--- config.mk ---
export PLATFORM = sky130hd
export DESIGN_NAME = r_station_q_flat
export DESIGN_NICKNAME = d
export VERILOG_FILES = /design/src/rtl/r_station_pkg.sv /design/src/rtl/r_station_q_if.sv /design/src/rtl/r_station_q_bundle_mem.sv /design/src/rtl/r_station_q.sv /design/src/flat_wrapper.sv
export SDC_FILE = /design/constraint.sdc
export NUM_CORES = 1
export LEC_CHECK = 0
export ABC_AREA = 1
export CORE_UTILIZATION = 50
export CTS_CLUSTER_SIZE = 8
export DETAILED_ROUTE_END_ITERATION = 10
export GPL_ROUTABILITY_DRIVEN = 0
export PLACE_DENSITY_LB_ADDON = 0.08
export SETUP_SLACK_MARGIN = 0.02
export SLEW_MARGIN = 20
export SYNTH_ARGS = -nofsm -noshare
export SYNTH_HDL_FRONTEND = slang
export SYNTH_SLANG_ARGS = --single-unit
--- constraint.sdc ---
create_clock -name clk -period 4.3 [get_ports clk]
set_clock_uncertainty 0.15 [all_clocks]
set_input_delay 0.645 -clock clk [delete_from_list [all_inputs] [get_ports clk]]
set_output_delay 0.645 -clock clk [all_outputs]
set_load 0.005 [all_outputs]
--- src/rtl/r_station_pkg.sv ---
// Shared constants and width helpers for the bundle reservation station.
// Imported by the interface, the storage block and the control top.
package r_station_pkg;

    localparam int unsigned DEF_UOP_W  = 20;
    localparam int unsigned DEF_DATA_W = 16;
    localparam int unsigned DEF_SLOTS  = 3;
    localparam int unsigned DEF_DEPTH  = 4;

    localparam logic [19:0] NOP_UOP = 20'h00F00;

    function automatic int unsigned cnt_w(input int unsigned n);
        return $clog2(n + 1);
    endfunction

    function automatic int unsigned ptr_w(input int unsigned n);
        return $clog2(n);
    endfunction

    function automatic int unsigned slot_lsb(input int unsigned idx,
                                             input int unsigned w);
        return idx * w;
    endfunction

    function automatic int unsigned sat_count(input int unsigned c,
                                              input int unsigned s);
        return (c > s) ? s : c;
    endfunction

endpackage

--- src/rtl/r_station_q_if.sv ---
// Decoder, scheduler and memory-side signals of the reservation station.
// The station binds the slave modport; its environment binds master.
interface r_station_q_if
    import r_station_pkg::*;
#(
    parameter int unsigned UOP_W  = DEF_UOP_W,
    parameter int unsigned DATA_W = DEF_DATA_W,
    parameter int unsigned SLOTS  = DEF_SLOTS,
    parameter int unsigned DEPTH  = DEF_DEPTH
) ();

    localparam int unsigned CW    = cnt_w(SLOTS);
    localparam int unsigned OCC_W = cnt_w(DEPTH);

    logic                   id_valid;
    logic                   id_ready;
    logic [SLOTS*UOP_W-1:0] id_uops;
    logic [CW-1:0]          id_uop_count;
    logic [DATA_W-1:0]      id_k16;
    logic [UOP_W-1:0]       ex_uop_next;
    logic                   ex_uop_valid;
    logic                   ex_sched_ack;
    logic [UOP_W-1:0]       ex_uop_last;
    logic [DATA_W-1:0]      mem_data_in;
    logic                   mem_data_wr;
    logic [DATA_W-1:0]      ex_data_out;
    logic                   flush;
    logic [OCC_W-1:0]       occupancy;

    modport slave (
        input  id_valid, id_uops, id_uop_count, id_k16,
        input  ex_sched_ack, mem_data_in, mem_data_wr, flush,
        output id_ready, ex_uop_next, ex_uop_valid, ex_uop_last,
        output ex_data_out, occupancy
    );

    modport master (
        output id_valid, id_uops, id_uop_count, id_k16,
        output ex_sched_ack, mem_data_in, mem_data_wr, flush,
        input  id_ready, ex_uop_next, ex_uop_valid, ex_uop_last,
        input  ex_data_out, occupancy
    );

endinterface

--- src/rtl/r_station_q_bundle_mem.sv ---
// DEPTH-entry bundle store: full write at tail, operand write at head,
// asynchronous read of the head entry.
module rs_bundle_mem
    import r_station_pkg::*;
#(
    parameter int unsigned UOP_W  = DEF_UOP_W,
    parameter int unsigned DATA_W = DEF_DATA_W,
    parameter int unsigned SLOTS  = DEF_SLOTS,
    parameter int unsigned DEPTH  = DEF_DEPTH,
    localparam int unsigned CW    = cnt_w(SLOTS),
    localparam int unsigned PW    = ptr_w(DEPTH)
) (
    input  logic                   clk,
    input  logic                   a_rst,
    input  logic                   wr_en,
    input  logic [PW-1:0]          wr_ptr,
    input  logic [CW-1:0]          wr_count,
    input  logic [SLOTS*UOP_W-1:0] wr_uops,
    input  logic [DATA_W-1:0]      wr_operand,
    input  logic                   op_wr_en,
    input  logic [DATA_W-1:0]      op_wr_data,
    input  logic [PW-1:0]          rd_ptr,
    output logic [CW-1:0]          rd_count,
    output logic [SLOTS*UOP_W-1:0] rd_uops,
    output logic [DATA_W-1:0]      rd_operand
);

    logic [CW-1:0]          cnt_q [DEPTH];
    logic [SLOTS*UOP_W-1:0] uop_q [DEPTH];
    logic [DATA_W-1:0]      opr_q [DEPTH];

    always_ff @(posedge clk) begin
        if (!a_rst) begin
            for (int i = 0; i < int'(DEPTH); i++) begin
                cnt_q[i] <= '0;
                uop_q[i] <= '0;
                opr_q[i] <= '0;
            end
        end else begin
            for (int i = 0; i < int'(DEPTH); i++) begin
                if (wr_en && wr_ptr == PW'(i)) begin
                    cnt_q[i] <= wr_count;
                    uop_q[i] <= wr_uops;
                    opr_q[i] <= wr_operand;
                end else if (op_wr_en && rd_ptr == PW'(i)) begin
                    opr_q[i] <= op_wr_data;
                end
            end
        end
    end

    assign rd_count   = cnt_q[rd_ptr];
    assign rd_uops    = uop_q[rd_ptr];
    assign rd_operand = opr_q[rd_ptr];

endmodule

--- src/rtl/r_station_q.sv ---
// Bundle reservation station: queues decoded bundles and issues one
// uop per scheduler ack in program order.
module r_station_q
    import r_station_pkg::*;
#(
    parameter int unsigned UOP_W  = DEF_UOP_W,
    parameter int unsigned DATA_W = DEF_DATA_W,
    parameter int unsigned SLOTS  = DEF_SLOTS,
    parameter int unsigned DEPTH  = DEF_DEPTH
) (
    input  logic        clk,
    input  logic        a_rst,
    r_station_q_if.slave bus
);

    localparam int unsigned CW    = cnt_w(SLOTS);
    localparam int unsigned PW    = ptr_w(DEPTH);
    localparam int unsigned OCC_W = cnt_w(DEPTH);
    localparam logic [UOP_W-1:0] NOP = UOP_W'(NOP_UOP);

    logic [PW-1:0]          head;
    logic [PW-1:0]          tail;
    logic [OCC_W-1:0]       occ;
    logic [CW-1:0]          idx;
    logic [UOP_W-1:0]       last_q;
    logic [CW-1:0]          rd_count;
    logic [SLOTS*UOP_W-1:0] rd_uops;
    logic [DATA_W-1:0]      rd_operand;
    logic [CW-1:0]          st_count;
    logic                   valid;
    logic                   accept;
    logic                   push;
    logic                   fire;
    logic                   pop;
    logic                   op_wr;

    assign st_count = CW'(sat_count(int'(bus.id_uop_count), SLOTS));
    assign valid    = occ != '0;
    assign accept   = bus.id_valid & bus.id_ready;
    // Empty bundles are handshaken away without taking a slot.
    assign push     = accept & (st_count != '0) & ~bus.flush;
    assign fire     = bus.ex_sched_ack & valid;
    assign pop      = fire & (idx == rd_count - CW'(1));
    assign op_wr    = bus.mem_data_wr & valid & ~pop & ~bus.flush;

    assign bus.id_ready     = (occ != OCC_W'(DEPTH)) & a_rst;
    assign bus.ex_uop_valid = valid;
    assign bus.ex_uop_next  = valid
                            ? rd_uops[slot_lsb(idx, UOP_W) +: UOP_W]
                            : NOP;
    assign bus.ex_uop_last  = last_q;
    assign bus.ex_data_out  = valid ? rd_operand : '0;
    assign bus.occupancy    = occ;

    always_ff @(posedge clk) begin
        if (!a_rst) begin
            head   <= '0;
            tail   <= '0;
            occ    <= '0;
            idx    <= '0;
            last_q <= NOP;
        end else if (bus.flush) begin
            head <= '0;
            tail <= '0;
            occ  <= '0;
            idx  <= '0;
        end else begin
            if (push) tail <= tail + PW'(1);
            if (fire) begin
                last_q <= bus.ex_uop_next;
                if (pop) begin
                    head <= head + PW'(1);
                    idx  <= '0;
                end else begin
                    idx <= idx + CW'(1);
                end
            end
            if (push && !pop) occ <= occ + OCC_W'(1);
            else if (pop && !push) occ <= occ - OCC_W'(1);
        end
    end

    rs_bundle_mem #(
        .UOP_W  (UOP_W),
        .DATA_W (DATA_W),
        .SLOTS  (SLOTS),
        .DEPTH  (DEPTH)
    ) u_mem (
        .clk        (clk),
        .a_rst      (a_rst),
        .wr_en      (push),
        .wr_ptr     (tail),
        .wr_count   (st_count),
        .wr_uops    (bus.id_uops),
        .wr_operand (bus.id_k16),
        .op_wr_en   (op_wr),
        .op_wr_data (bus.mem_data_in),
        .rd_ptr     (head),
        .rd_count   (rd_count),
        .rd_uops    (rd_uops),
        .rd_operand (rd_operand)
    );

endmodule

--- src/flat_wrapper.sv ---
// flat-port wrapper written by rule: the top's interface ports become plain ports
module r_station_q_flat import r_station_pkg::*;
#(
    parameter int unsigned UOP_W  = DEF_UOP_W,
    parameter int unsigned DATA_W = DEF_DATA_W,
    parameter int unsigned SLOTS  = DEF_SLOTS,
    parameter int unsigned DEPTH  = DEF_DEPTH
)
  (clk, a_rst, bus_id_valid, bus_id_uops, bus_id_uop_count, bus_id_k16, bus_ex_sched_ack, bus_mem_data_in, bus_mem_data_wr, bus_flush, bus_id_ready, bus_ex_uop_next, bus_ex_uop_valid, bus_ex_uop_last, bus_ex_data_out, bus_occupancy);
  r_station_q_if #(.UOP_W(UOP_W), .DATA_W(DATA_W), .SLOTS(SLOTS), .DEPTH(DEPTH)) bus_i ();
  input  logic clk;
  input  logic a_rst;
  input wire logic [$bits(bus_i.id_valid)-1:0] bus_id_valid;
  input wire logic [$bits(bus_i.id_uops)-1:0] bus_id_uops;
  input wire logic [$bits(bus_i.id_uop_count)-1:0] bus_id_uop_count;
  input wire logic [$bits(bus_i.id_k16)-1:0] bus_id_k16;
  input wire logic [$bits(bus_i.ex_sched_ack)-1:0] bus_ex_sched_ack;
  input wire logic [$bits(bus_i.mem_data_in)-1:0] bus_mem_data_in;
  input wire logic [$bits(bus_i.mem_data_wr)-1:0] bus_mem_data_wr;
  input wire logic [$bits(bus_i.flush)-1:0] bus_flush;
  output wire logic [$bits(bus_i.id_ready)-1:0] bus_id_ready;
  output wire logic [$bits(bus_i.ex_uop_next)-1:0] bus_ex_uop_next;
  output wire logic [$bits(bus_i.ex_uop_valid)-1:0] bus_ex_uop_valid;
  output wire logic [$bits(bus_i.ex_uop_last)-1:0] bus_ex_uop_last;
  output wire logic [$bits(bus_i.ex_data_out)-1:0] bus_ex_data_out;
  output wire logic [$bits(bus_i.occupancy)-1:0] bus_occupancy;
  assign bus_i.id_valid = bus_id_valid;
  assign bus_i.id_uops = bus_id_uops;
  assign bus_i.id_uop_count = bus_id_uop_count;
  assign bus_i.id_k16 = bus_id_k16;
  assign bus_i.ex_sched_ack = bus_ex_sched_ack;
  assign bus_i.mem_data_in = bus_mem_data_in;
  assign bus_i.mem_data_wr = bus_mem_data_wr;
  assign bus_i.flush = bus_flush;
  assign bus_id_ready = bus_i.id_ready;
  assign bus_ex_uop_next = bus_i.ex_uop_next;
  assign bus_ex_uop_valid = bus_i.ex_uop_valid;
  assign bus_ex_uop_last = bus_i.ex_uop_last;
  assign bus_ex_data_out = bus_i.ex_data_out;
  assign bus_occupancy = bus_i.occupancy;
  r_station_q #(.UOP_W(UOP_W), .DATA_W(DATA_W), .SLOTS(SLOTS), .DEPTH(DEPTH)) u_core (.clk(clk), .a_rst(a_rst), .bus(bus_i));
endmodule
# Yosys cells after proc, flatten, opt, wreduce, memory -nomap -nowiden
# Memory sizes are Yosys's and may differ from the RTL's. A register that Yosys moved wholly into a read port is not among the register bits.
# Index checks and enable logic that the tools add are counted.
# op_classes
addsub,6
bitwise,28
shift,1
muxes,56
n_eq_ne,8
multipliers,1
magnitude_cmp,0
reduce_logical,20
n_div,0
# op_table
op,count
$mux 60,4
$mux 16,9
$shiftx 60x8->20,1
$mux 1,29
$mux 2,11
$mux 20,1
$or 1x1->1,16
$logic_and 1x1->1,10
$and 1x1->1,9
$eq 2x2->1 const B,4
$add 2x1->2 const B,3
$mux 3,2
$mul 2x3->5 const B,1
$eq 2x1->1 const B,2
$logic_not 2->1,2
$reduce_and 2->1,2
$reduce_bool 2->1,2
$add 3x1->3 const B,1
$ne 3x3->1 const B,1
$not 1->1,3
$reduce_bool 3->1,1
$sub 3x1->3 const B,1
$eq 2x2->1,1
$logic_not 1->1,2
other kinds (2),2
# word_totals
latch_bits,0
rom_bits,0
in_bits,100
elab_cells,128
register_bits,29
ram_bits,312
out_inout_bits,61
mem_count,3
# mem_list
name,depth,width,rd,rd_ports_with_merged_regs,wr,line,text
u_core.u_mem.uop_q,4,60,1,1,4,r_station_q_bundle_mem.sv:29,logic [SLOTS*UOP_W-1:0] uop_q [DEPTH];
u_core.u_mem.opr_q,4,16,1,1,4,r_station_q_bundle_mem.sv:30,logic [DATA_W-1:0] opr_q [DEPTH];
u_core.u_mem.cnt_q,4,2,1,1,4,r_station_q_bundle_mem.sv:28,logic [CW-1:0] cnt_q [DEPTH];

# Longest topological paths before layout
# Gate-level depths: netlist of run 1.
# depth
depth_word,12
depth_mapped,15
depth_no_buf,15

# By module
# A second synthesis of run 1 with hierarchy kept.
# hier_totals
cells_unflattened,1644
hier_area_um2,15549.9
# modules_own_cells
mod,cells_per_inst,area_each_um2,n_inst,seq_area_each_um2
rs_bundle_mem,1316,13608.1,1,9369.0
r_station_q,328,1941.9,1,580.6

# Least setup slack after synthesis of run 1
# No wires, ideal clock.
# synth_path
kind,input -> register
from,input a_rst
to,memory u_core.u_mem.opr_q[0][0] (netlist bit) (enable)
path_buffers,0
arrival_time_ns,3.264
setup_ns,0.392
t_required_ns,3.758
stages,7
setup_slack_ns,0.493
cell_sequence,inv_1 a31oi_2 nand2_2 inv_2 nand2_2 nand2_1 o21bai_1
# synth_lines
element,line,text
"start, declared",flat_wrapper.sv:12,input logic a_rst;
"end, declared",r_station_q_bundle_mem.sv:30,

==> impl_metrics.env, run 1 <==
export IMPL_yosysTopAreaCell="edfxtp_1"
export IMPL_fin_nets=1884
export IMPL_io_buffers=160
export IMPL_slew_headroom_pct=33.70
export IMPL_worstPathCellList="buf_12 > o21ai_0 > o22ai_1 > o211ai_1 > a21oi_1 > clkdlybuf4s50_1"
export IMPL_wl_per_cell_um=20.29
export IMPL_detail_route_vias_per_cell=5.612
export IMPL_register_area_um2=9997
export IMPL_power_leakage_uw=0.007740
export IMPL_cts_setup_buffers=0
export IMPL_finalCriticalPeriod_ns=3.981
export IMPL_crit_family="compound AO/OA/AOI/OAI gates"
export IMPL_syn_avg_cell_area_um2=9.644
export IMPL_tns_ns=0
export IMPL_wl_um=44830
export IMPL_holdWs_ns=0.3174
export IMPL_num_antenna_cells=0
export IMPL_dr_total_vias=12400
export IMPL_dr_pass1_iters=8
export IMPL_area_growth_pct=21.15
export IMPL_drtIter0Drc=1103
export IMPL_start_kind="flop"
export IMPL_critPathRequiredTime_ns=3.50
export IMPL_yosys_top_cells_count="nor2_1 (479), edfxtp_1 (312), o21ai_0 (162), nand2_1 (152), inv_1 (131)"
export IMPL_stdcell_count=2210
export IMPL_grt_overflow=0
export IMPL_worst_ir_drop_vdd_v=0.0002427
export IMPL_drc=4
export IMPL_grt_pass1_wl_um=69150
export IMPL_placed_area_um2=17770
export IMPL_synth_edf_count=312
export IMPL_synthFlopType="edfxtp_1"
export IMPL_hp_class="flop to flop"
export IMPL_final_area_um2=19180
export IMPL_root_buffer="clkbuf_16"
export IMPL_clock_sinks=343
export IMPL_cts_tree="built"
export IMPL_run_status="finished, violations left"
export IMPL_yosysMostFrequentCell="nor2_1"
export IMPL_drive_gt1_share_pct=5.843
export IMPL_critPathSlowestCell="clkdlybuf4s50_1"
export IMPL_yosysSeqAreaShare_pct=63.08
export IMPL_synth_nets=1752
export IMPL_synth_area_leaders="edfxtp_1 (59%), nor2_1 (11%), o21ai_0 (5.1%)"
export IMPL_multi_input_area_um2=4878
export IMPL_fillCellCount=2598
export IMPL_synth_top_area_share_pct=59.17
export IMPL_max_stage_delay_ns=0.54
export IMPL_setup_viol=0
export IMPL_clock_latency_ns=0.53
export IMPL_p_per_area_nw_per_um2=408.2
export IMPL_ant_nets=0
export IMPL_synthCells=1642
export IMPL_cts_resized=0
export IMPL_violations="design-rule violations"
export IMPL_crit_fanout=156
export IMPL_io_pins=161
export IMPL_core_area_um2=30910
export IMPL_grt_use_total_pct=27.89
export IMPL_die_area_um2=32390
export IMPL_cp_end_kind="output port"
export IMPL_final_hold_viol_count=0
export IMPL_start_util_pct=51.23
export IMPL_ys_ff_latch=343
export IMPL_row_count=64
export IMPL_ctsLongestPathBuffers=3
export IMPL_async_flop_share_pct=0
export IMPL_grt_max_degree=157
export IMPL_finalCritPeriodShare_pct=92.57
export IMPL_maxCapViolCount=0
export IMPL_dp_cells=2120
export IMPL_slew_viol_final=0
export IMPL_crit_type="flop to output port"
export IMPL_synthesis_area_um2=15840
export IMPL_worstMarginPinSlew_ns=0.9931
export IMPL_h_tree_depth=2
export IMPL_cts_hold_fix_buffers=0
export IMPL_netlist_cell_type_count=30
export IMPL_synth_warnings=0
export IMPL_rsz0062_at_grt="false"
export IMPL_path_clk_slew_ns=0.05
export IMPL_crit_buf_inv=2
export IMPL_hpwl_um=25900
export IMPL_arrival_ns=3.19
export IMPL_cts_buffers=48
export IMPL_chipHeight_um=180.0
export IMPL_grt_pass1_vias=12260
export IMPL_fp_dieW_um=180.0
export IMPL_antenna_found_initial=2
export IMPL_fmax_ghz=0.2512
-- area by class of cell --
type | instances | share of cell area, %
tap | 396 | 2.583
sequential | 343 | 52.11
clock inverter | 1 | 0.08478
clock buffer | 89 | 7.285
inverter | 138 | 2.713
multi-input combinational | 1056 | 25.43
timing repair buffer | 187 | 9.796
-- through the flow --
step           utilization [%]  worst slack [ns]  total power [µW]
6_report                 62.07            0.3194              7832
5_1_grt                  62.07            0.2040              8053
4_1_cts                  62.07            0.3293              7866
3_5_place_dp             57.49            0.9112              4368
3_3_place_gp             57.49            0.9266              4362
2_1_floorplan                -            0.4935              4086
-- sequential cells by signal, summed over array words and instances (netlist names), named ones only --
name	count
u_core.tail	2
u_core.head	2
u_core.u_mem.opr_q	64
u_core.bus.ex_uop_last	20
u_core.u_mem.cnt_q	8
u_core.idx	2
u_core.bus.occupancy	3
u_core.u_mem.uop_q	240
-- worst reg2reg max path, cell delays in order, from the launching register on --
cell	delay, ns
dfxtp_4	0.35
inv_4	0.41
buf_4	0.38
nand2_1	0.09
nand3_1	0.09
nand3_1	0.11
nand2_1	0.13
nand2_1	0.11
nand3_4	0.14
nand2_2	0.11
inv_2	0.61
nand3_1	0.20
nand2_1	0.11
-- worst paths after layout --
kind | start | to | slack (ns) | cells after the start
worst max-delay path | flop | bus_ex_uop_next[19] | 0.32 | 6
worst min-delay path | u_core.bus.ex_uop_last[10]$_SDFFE_PN1P_ | u_core.bus.ex_uop_last[10]$_SDFFE_PN1P_ | 0.32 | 2
worst max register to register | flop | u_core.u_mem.opr_q[2][6]$_SDFFCE_PN0P_ | 1.18 | 12
worst min register to register | u_core.bus.ex_uop_last[10]$_SDFFE_PN1P_ | u_core.bus.ex_uop_last[10]$_SDFFE_PN1P_ | 0.32 | 2
-- layer usage --
metal,vias up,wire [µm],global-route usage (%)
li1,5817,-,-
met1,6011,18380,37.38
met2,514,21860,46.60
met3,59,3726,4.822
met4,2,858,8.138
met5,-,10,0
-- placed cells by master (no fill, tap or decap), types with 2 or more instances in the layout --
| cell | synthesis | layout |
|---|---|---|
| inv_1 | 131 | 130 |
| dfxtp_1 | 31 | 29 |
| nand2_2 | 6 | 9 |
| clkbuf_1 | 52 | 39 |
| a21oi_1 | 48 | 48 |
| o21ai_0 | 162 | 162 |
| o211ai_1 | 41 | 41 |
| nand2_1 | 152 | 149 |
| edfxtp_1 | 312 | 312 |
| o21bai_1 | 20 | 20 |
| clkdlybuf4s50_1 | 0 | 160 |
| buf_4 | 1 | 21 |
| nor2_1 | 479 | 479 |
| clkbuf_16 | 0 | 50 |
| buf_12 | 0 | 6 |
| dfxtp_4 | 0 | 2 |
| o22ai_1 | 29 | 29 |
| nand3_1 | 84 | 84 |
| ha_1 | 9 | 9 |
| inv_2 | 6 | 7 |
| o221ai_1 | 6 | 6 |
| nor2_2 | 4 | 4 |
| o21a_1 | 9 | 9 |
-- logic make-up after synthesis --
family,count (synthesis),synth area share [%]
AND/OR/NAND/NOR,729,18.31
flip-flops,343,63.08
AO/OA/AOI/OAI,317,11.62
buffers and inverters,243,6.155
adder cells (fa/ha/maj),10,0.8376
-- power breakdown --
group / switching [µW] / internal, µW
combinational: 316 / 188
sequential: 35.8 / 3770
clock: 1360 / 2160
Power figures use the tool's default switching activity.
==> run 2: changes to the inputs <==
SLEW_MARGIN = unset   (was 20)
==> results of run 2 <==
The final DEF is identical to that of run 1; final timing and power are the same.
==> run 3: changes to the inputs <==
CORE_MARGIN = 5   (was unset)
==> run 3 against run 2 <==
The flow now finishes without violations. Combinational power up 2%. Clock power down 2%. Worst setup slack better by 0.045 ns. Die area up 9.1%. Power down 0.51%. Cell count up 0.77%. Register-to-register slack about the same. Critical path depth unchanged. Cell area up 0.45%. Routed wire length up 3.6%. Sequential power about the same. Clock-buffer cell count down 2. Highest routed layer is now met4.
==> impl_metrics.env, run 3 (same netlist as run 1, synthesis figures left out) <==
export IMPL_placed_area_um2=17900
export IMPL_drive_gt1_share_pct=6.360
export IMPL_stdcell_count=2227
export IMPL_run_status="completed"
export IMPL_drc=0
export IMPL_cp_end_kind="output port"
export IMPL_fmax_ghz=0.2541
export IMPL_final_area_um2=19270
export IMPL_cts_hold_fix_buffers=0
export IMPL_dp_cells=2137
export IMPL_wl_um=46470
export IMPL_critPathRequiredTime_ns=3.50
export IMPL_antenna_found_initial=1
export IMPL_dr_total_vias=12480
export IMPL_area_growth_pct=21.70
export IMPL_die_area_um2=35330
export IMPL_slew_viol_final=0
export IMPL_root_buffer="clkbuf_16"
export IMPL_drtIter0Drc=1305
export IMPL_power_leakage_uw=0.007787
export IMPL_cts_resized=0
export IMPL_rsz0062_at_grt="false"
export IMPL_crit_fanout=95
export IMPL_hpwl_um=28320
export IMPL_grt_pass1_wl_um=71890
export IMPL_layout_common_cells="nor2_1 (479), edfxtp_1 (312), o21ai_0 (162)"
export IMPL_row_count=65
export IMPL_maxCapViolCount=0
export IMPL_arrival_ns=3.14
export IMPL_io_buffers=160
export IMPL_hp_class="flop to flop"
export IMPL_start_util_pct=50.44
export IMPL_fp_dieW_um=188.0
export IMPL_fillCellCount=2669
export IMPL_fin_nets=1895
export IMPL_detail_route_vias_per_cell=5.605
export IMPL_final_common_cell="nor2_1"
export IMPL_slew_headroom_pct=29.26
export IMPL_chipHeight_um=188.0
export IMPL_cts_tree="built"
export IMPL_setup_viol=0
export IMPL_cts_setup_buffers=0
export IMPL_h_tree_depth=2
export IMPL_clock_latency_ns=0.55
export IMPL_grt_use_total_pct=26.00
export IMPL_regMostFlops="u_core.u_mem.uop_q"
export IMPL_grt_pass1_vias=12620
export IMPL_core_area_um2=31390
export IMPL_final_hold_viol_count=0
export IMPL_finalCriticalPeriod_ns=3.935
export IMPL_worstMarginPinSlew_ns=1.060
export IMPL_grt_overflow=0
export IMPL_path_clk_slew_ns=0.05
export IMPL_wl_per_cell_um=20.86
export IMPL_tns_ns=0
export IMPL_dr_pass1_iters=6
export IMPL_start_kind="flop"
export IMPL_cts_buffers=48
export IMPL_p_per_area_nw_per_um2=404.3
export IMPL_ctsLongestPathBuffers=3
export IMPL_grt_max_degree=96
export IMPL_ant_nets=0
export IMPL_worst_ir_drop_vdd_v=0.0002507
export IMPL_clock_sinks=343
export IMPL_finalCritPeriodShare_pct=91.52
export IMPL_crit_type="flop to output port"
export IMPL_io_pins=161
export IMPL_largest_reg_flops=240
run 3: cell types whose count changed in the layout (fill, tap and decap cells not counted), sizes merged:
cell / change
inv: +1
clkbuf: -2
diode: +1
buf: +11
run 3: critical path: stages, from the launching register on:
cell,delay [ns]
dfxtp_4,0.61
buf_12,0.38
o21ai_0,0.16
o211ai_1,0.21
nand3_1,0.32
a21oi_1,0.28
clkdlybuf4s50_1,0.53
run 3: area by class of cell:
cell class	instances	area [µm²]	share of cell area, %
Clock inverter	2	25.02	0.1299
Antenna cell	1	2.502	0.01299
Sequential cell	343	9995	51.86
Tap cell	402	503.0	2.610
Timing Repair Buffer	198	1999	10.38
Multi-Input combinational cell	1056	4878	25.31
Inverter	138	520.5	2.701
Clock buffer	87	1348	6.993
run 3: per-layer routing:
metal	up-vias	global-route usage (%)	part of all wire, %
met3	87	5.603	8.4
li1	5843	-	-
met1	6023	34.59	41
met5	-	0	0
met2	530	42.49	47
met4	0	9.289	3.2
run 3: where the power goes:
part           internal (µW)  total, µW  switching, µW  leakage (µW)
Combinational            193        514            321       0.00365
Clock                   2090       3470           1380      0.000649
Sequential              3770       3800           35.7       0.00348
Total                   6050       7790           1740       0.00779
run 3: worst paths after layout:
path	startpoint	slack, ns	endpoint	cells after the start
worst max-delay path	flop	0.36	bus_ex_uop_next[0]	6
worst min-delay path	u_core.bus.ex_uop_last[8]$_SDFFE_PN1P_	0.34	u_core.bus.ex_uop_last[8]$_SDFFE_PN1P_	2
worst max register to register	flop	1.18	u_core.bus.occupancy[2]$_SDFFE_PP0P_	14
worst min register to register	u_core.bus.ex_uop_last[8]$_SDFFE_PN1P_	0.34	u_core.bus.ex_uop_last[8]$_SDFFE_PN1P_	2
run 3: per-stage QoR:
step	hold WS [ns]	setup WS [ns]	power, µW	utilization (%)
CTS	0.3400	0.4057	7827	61.38
floorplan	0.3153	0.4935	4086	-
finish	0.3370	0.3646	7792	61.39
detailed placement	0.3275	0.9893	4379	57.01
global route	0.3514	0.1574	8041	61.39
global placement	0.3263	0.9758	4371	57.01
